$ cat src/rtl/fpu_issue_ctrl.sv
// Issue controller for the shared multi-cycle FPU: accepts one op, holds its
// operands at the datapath for the op's fixed latency, then returns the result.
module fpu_issue_ctrl #(
   parameter int unsigned LAT_ADD  = 2,
   parameter int unsigned LAT_MUL  = 1,
   parameter int unsigned LAT_DIV  = 10,
   parameter int unsigned LAT_SQRT = 10,
   parameter int unsigned LAT_CVT  = 1,
   parameter int unsigned DATA_W   = 32
) (
   input  logic              clk,
   input  logic              rstn,
   input  logic              req_valid,
   output logic              req_ready,
   input  logic [3:0]        req_op,
   input  logic [DATA_W-1:0] req_x1,
   input  logic [DATA_W-1:0] req_x2,
   input  logic [4:0]        req_rd,
   output logic [3:0]        fpu_op,
   output logic [DATA_W-1:0] fpu_x1,
   output logic [DATA_W-1:0] fpu_x2,
   input  logic [DATA_W-1:0] fpu_y,
   output logic              resp_valid,
   input  logic              resp_ready,
   output logic [DATA_W-1:0] resp_data,
   output logic [4:0]        resp_rd,
   output logic              resp_err,
   output logic              busy,
   input  logic              flush
);

   typedef enum logic [1:0] {S_IDLE, S_BUSY, S_DONE} state_t;

   state_t            r_state;
   logic [4:0]        r_cnt;
   logic [3:0]        r_op;
   logic [DATA_W-1:0] r_x1;
   logic [DATA_W-1:0] r_x2;
   logic [4:0]        r_rd;
   logic              r_resp_valid;
   logic [DATA_W-1:0] r_resp_data;
   logic [4:0]        r_resp_rd;
   logic              r_resp_err;

   logic [4:0]        w_lat;
   logic              w_illegal;
   logic              w_idle;

   function automatic logic [4:0] f_lat(input logic [3:0] op);
      case (op)
         4'd0, 4'd1:   return 5'(LAT_ADD);
         4'd2:         return 5'(LAT_MUL);
         4'd3:         return 5'(LAT_DIV);
         4'd4:         return 5'(LAT_SQRT);
         4'd11, 4'd12: return 5'(LAT_CVT);
         default:      return 5'd0;
      endcase
   endfunction

   assign w_lat     = f_lat(req_op);
   assign w_illegal = (req_op >= 4'd13);
   assign w_idle    = (r_state == S_IDLE);

   // In IDLE the datapath sees the offered op directly so zero-latency ops
   // can be captured on the accept edge.
   assign fpu_op     = w_idle ? req_op : r_op;
   assign fpu_x1     = w_idle ? req_x1 : r_x1;
   assign fpu_x2     = w_idle ? req_x2 : r_x2;

   assign req_ready  = w_idle & ~flush;
   assign busy       = ~w_idle;
   assign resp_valid = r_resp_valid;
   assign resp_data  = r_resp_data;
   assign resp_rd    = r_resp_rd;
   assign resp_err   = r_resp_err;

   always_ff @(posedge clk or negedge rstn) begin
      if (!rstn) begin
         r_state      <= S_IDLE;
         r_cnt        <= 5'd0;
         r_op         <= 4'd0;
         r_x1         <= '0;
         r_x2         <= '0;
         r_rd         <= 5'd0;
         r_resp_valid <= 1'b0;
         r_resp_data  <= '0;
         r_resp_rd    <= 5'd0;
         r_resp_err   <= 1'b0;
      end else if (flush) begin
         r_state      <= S_IDLE;
         r_cnt        <= 5'd0;
         r_resp_valid <= 1'b0;
         r_resp_err   <= 1'b0;
      end else begin
         case (r_state)
            S_IDLE: begin
               if (req_valid) begin
                  r_op <= req_op;
                  r_x1 <= req_x1;
                  r_x2 <= req_x2;
                  r_rd <= req_rd;
                  if (w_illegal || w_lat == 5'd0) begin
                     r_resp_valid <= 1'b1;
                     r_resp_data  <= w_illegal ? '0 : fpu_y;
                     r_resp_rd    <= req_rd;
                     r_resp_err   <= w_illegal;
                     r_state      <= S_DONE;
                  end else begin
                     r_cnt   <= w_lat;
                     r_state <= S_BUSY;
                  end
               end
            end
            S_BUSY: begin
               // Exit at 1 so the counter never wraps below zero.
               if (r_cnt == 5'd1) begin
                  r_resp_valid <= 1'b1;
                  r_resp_data  <= fpu_y;
                  r_resp_rd    <= r_rd;
                  r_state      <= S_DONE;
               end
               r_cnt <= r_cnt - 5'd1;
            end
            S_DONE: begin
               if (resp_ready) begin
                  r_resp_valid <= 1'b0;
                  r_resp_err   <= 1'b0;
                  r_state      <= S_IDLE;
               end
            end
            default: r_state <= S_IDLE;
         endcase
      end
   end

endmodule

$ cat config.mk
export PLATFORM = sky130hd
export DESIGN_NAME = fpu_issue_ctrl
export DESIGN_NICKNAME = d
export VERILOG_FILES = /design/src/rtl/fpu_issue_ctrl.sv
export SDC_FILE = /design/constraint.sdc
export NUM_CORES = 1
export LEC_CHECK = 0
export BUFFER_PORTS_ARGS = -buffer_cell sky130_fd_sc_hd__buf_2
export CAP_MARGIN = 20
export CORE_ASPECT_RATIO = 2
export CORE_MARGIN = 2
export CORE_UTILIZATION = 50
export CTS_CLUSTER_DIAMETER = 120
export DETAILED_ROUTE_END_ITERATION = 10
export GPL_ROUTABILITY_DRIVEN = 0
export PLACE_DENSITY = 0.81
export SYNTH_ARGS = -nofsm -noshare
export SYNTH_HDL_FRONTEND = slang
export SYNTH_SLANG_ARGS = --single-unit
$ cat constraint.sdc
create_clock -name clk -period 5.3 [get_ports clk]
set_input_delay 1.06 -clock clk [delete_from_list [all_inputs] [get_ports clk]]
set_output_delay 1.06 -clock clk [all_outputs]
set_load 0.005 [all_outputs]
# Word level (Yosys, flattened, before mapping)
# Index checks and enable logic that the tools add are counted.
[totals]
wordCells = 82
output_inout_bits = 109
reg_bits = 119
latchBits = 0
ram_bits = 0
mem_bits_ro = 0
mem_count = 0
[classes]
n_mux = 33
eq_ne = 17
n_shift = 0
reduce_logical = 17
bitwise_logic = 3
div_mod_pow = 0
multipliers = 0
magnitude_cmp = 1
addsub = 1
[op_table]
columns = ["operator", "n"]
rows = [
  ["$mux 32", 6],
  ["$pmux 32 s2", 1],
  ["$mux 5", 6],
  ["$pmux 5 s2", 2],
  ["$ne 3x3->1 const B", 4],
  ["$pmux 4 s3", 1],
  ["$mux 2", 5],
  ["$reduce_and 5->1", 2],
  ["$reduce_and 3->1", 3],
  ["$eq 4x2->1 const B", 2],
  ["$eq 4x4->1 const B", 2],
  ["$mux 1", 8],
  ["$pmux 2 s3", 1],
  ["$reduce_bool 3->1", 2],
  ["$eq 5x1->1 const B", 1],
  ["$logic_not 5->1", 1],
  ["$sub 5x1->5 const B", 1],
  ["$eq 4x1->1 const B", 1],
  ["$eq 4x3->1 const B", 1],
  ["$ge 4x4->1 const B", 1],
  ["$logic_not 4->1", 1],
  ["$mux 4", 1],
  ["$ne 2x2->1 const B", 2],
  ["$reduce_and 4->1", 1],
  ["14 further kinds", 16],
]

# Depth between registers and ports, before layout
[depth]
depth_word = 9
depth_mapped = 8
mapped_depth_nobuf = 6

# Least setup slack after synthesis
# Ideal clock, no wire load.
[synth_timing]
kind = "register to output"
start = "reg r_state[0]"
end = "out fpu_x2[10]"
arrival_time_ps = 1657
t_required_ps = 4240
path_stages_with_launch = 7
path_slack_ps = 2583
path_cell_list = "dfrtp_1 > inv_1 > ha_1 > buf_6 > clkbuf_1 > buf_2 > mux2_2"
[synth_via]
elab_chain_cells = 2
[synth_rtl]
columns = ["element", "line", "rtl"]
rows = [
  ["from (decl)", "34", "state_t r_state;"],
  ["from (signal assigned)", "79", "r_state <= S_IDLE;"],
  ["from (signal assigned)", "90", "r_state <= S_IDLE;"],
  ["from (signal assigned)", "107", "r_state <= S_DONE;"],
  ["$logic_not 2->1", "62", "assign w_idle = (r_state == S_IDLE);"],
  ["$mux 32", "68", "assign fpu_x2 = w_idle ? req_x2 : r_x2;"],
  ["to (decl)", "21", "output logic [DATA_W-1:0] fpu_x2,"],
]
# No other way between the ends.

# Final worst setup path
[layout_timing]
start = "reg r_state[0]"
end = "out req_ready"
[layout_via]
elab_chain_cells = 2
[layout_rtl]
columns = ["element", "line", "rtl"]
rows = [
  ["$logic_not 2->1", "62", ""],
  ["$and 1x1->1", "70", "assign req_ready = w_idle & ~flush;"],
  ["to (decl)", "14", "output logic req_ready,"],
]
# No other way between the ends.

==> impl_metrics.toml <==
[run_status]
status = "complete, no violations"

[global_routing]
grt_pass1_vias = 4844
grt.met1_usage_pct = 23.00
grtUsageMet3_pct = 5.669
grt_overflow = 0
grt_max_degree = 85
grt_pass1_wl_um = 22670
antenna_found_initial = 1
use_met2_pct = 40.02
top_usage_layer = "met2"
grt_usage_pct = 22.01

[pwr]
peakVddDrop_uv = 309.2
leakagePower_uw = 0.003815
power_density_mw_per_mm2 = 515.8

[finish]
drive_gt1_share_pct = 58.82
nFillCells = 897
fin_nets = 811
layout_commonest_cell = "buf_2"
final_cell_mix = "buf_2, mux2_2, dfrtp_1, inv_1, nand2_1"
area_delta_synth_final_pct = 29.33
layoutNonFillerInstCount = 855

[yosys]
yosysWarnings = 0
synth_compound_area_share_pct = 5.113
synth_simple_gate_area_share_pct = 4.637
synth_xor_area_share_pct = 0
synthMuxAreaShare_pct = 33.43
synth_edf_count = 0
synthCells = 482
synth-adder-area-share_pct = 1.035
synth_area_mm2 = 0.006045
async_flop_share_pct = 100.0
ys_seq_area_share_pct = 49.27
synth_top_family_by_area = "multiplexers"
syn_nets = 597
synth_seq_cells = 119
syn_area_per_cell_um2 = 12.54
synth_flop_cell = "dfrtp_1"
synth.distinct_cells = 48

[placement]
io_buffer_count = 218
hpwlAfterDp_um = 10080
place_inst = 821

[routing]
drc = 0
vias = 4531
drt_iter0_markers = 195
finalWirelength_um = 14010
vias_per_cell = 5.299
antenna_left = 0
dr.pass1.iters = 4
wire_per_inst_um = 16.38

[die]
io_pins = 219
rows = 56
die_x_um = 81.75
coreArea_mm2 = 0.01177
die_h_um = 159.5
design.die.area_mm2 = 0.01304
initial_core_util_pct = 51.35

[sta]
hold_viol_final = 0
min_period_over_period_pct = 66.23
worstMarginPinSlew_ns = 1.059
drv_slew = 0
setup_viol = 0
maxSlewHeadroom_pct = 29.42
rsz0062_at_grt = "false"
clock_skew_ns = 0.01091
max_freq_ghz = 0.2849
min_period_ns = 3.510
tns_ns = 0

[clocking]
cts_max_path_buffers = 2
cts_setup_buffers = 0
cts_buffers = 17
insertion_delay_ns = 0.40
cts_tree = "done"
clk_pin_slew_worst_paths_ns = 0.06
clock_sinks = 119
htreeDepth = 4
postCtsHoldBufs = 0
post_cts_resized = 0
root_buffer = "clkbuf_16"

[worst_setup_path]
worstSetupEndpointType = "output pin"
critPathMaxFanout = 84
arrival_ns = 2.45
crit_type = "flip-flop to output pin"
required_ns = 4.24
reg2reg_depth = 6
start_kind = "flip-flop"

[flow_run]
max_cap_violations = 0

[worst_hold_path]
hold_path_class = "primary input to async pin"
[synth_stat cells (4+ instances only)]
| library cell | count | area, um^2 |
|---|---|---|
| mux2_2 | 151 | 1700 |
| dfrtp_1 | 119 | 2978 |
| inv_1 | 43 | 161.4 |
| nand2_1 | 40 | 150.1 |
| mux2i_1 | 32 | 320.3 |
| buf_2 | 12 | 60.06 |
| a21oi_1 | 8 | 40.04 |
| clkbuf_1 | 6 | 22.52 |
| ha_1 | 5 | 62.56 |
| nor2_1 | 5 | 18.77 |
| buf_6 | 4 | 45.04 |
| o21ai_0 | 4 | 20.02 |
[metrics by stage]
stage / cell area [um^2] / hold WS, ns / power, uW / worst slack, ns / util [%]
3_3_place_gp: 7156 / 0.4805 / 2767 / 2.099 / 60.79
3_5_place_dp: 7156 / 0.4908 / 2836 / 1.918 / 60.79
2_1_floorplan: 6045 / 0.4737 / 2289 / 2.583 / -
4_1_cts: 7787 / 0.5028 / 4072 / 1.710 / 66.16
6_report: 7818 / 0.4746 / 4032 / 1.790 / 66.41
5_1_grt: 7818 / 0.4653 / 4293 / 1.567 / 66.41
[final timing paths]
| path | start | to | slack (ns) |
|---|---|---|---|
| setup / recovery | r_state[0] | req_ready | 1.79 |
| max in group asynchronous | rstn | r_x2[4] | 3.64 |
| hold / removal | rstn | resp_data[11] | 0.47 |
| min in group clk | resp_rd[0] | resp_rd[0] | 0.50 |
| setup reg to reg | r_state[0] | resp_data[25] | 1.98 |
| hold reg to reg | resp_rd[0] | resp_rd[0] | 0.50 |
[flip-flops by register name, summed over array words and instances (netlist names)]
register	flops
resp_err	1
r_op	4
resp_rd	5
r_x1	32
r_state	2
r_rd	5
r_x2	32
resp_data	32
resp_valid	1
r_cnt	5
[routing by layer]
layer | up-vias | routed length (um)
met4 | 0 | 388
met1 | 2206 | 4892
met3 | 33 | 872
met2 | 190 | 7852
met5 | - | 0
li1 | 2102 | -
[where the power goes]
part	switching, uW	internal [uW]	total, uW
clock	403	810	1210
sequential	187	1280	1470
combinational	591	760	1350
total	1180	2850	4030
[logic make-up after synthesis]
group	after synthesis
AO/OA/AOI/OAI	41
AND/OR/NAND/NOR	61
flip-flops	119
multiplexers	183
buffers and inverters	73
adder cells (fa/ha/maj)	5
[critical path, cell delays in order (launching register included)]
cell and delay (ns):
dfrtp_1 0.39, inv_1 0.14, ha_4 0.83, inv_1 0.23
nor2_1 0.27, buf_2 0.17
[layout make-up]
cell class / instances / area (um^2) / share of cell area, %
sequential: 119 / 2978 / 38.09
multi-input combinational: 290 / 2700 / 34.54
antenna: 1 / 2.502 / 0.03201
clock inverter: 12 / 175.2 / 2.241
timing repair buffer: 224 / 1159 / 14.82
tap: 145 / 181.4 / 2.321
inverter: 44 / 165.2 / 2.113
clock buffer: 20 / 456.7 / 5.842
(Power assumes the default switching activity.)
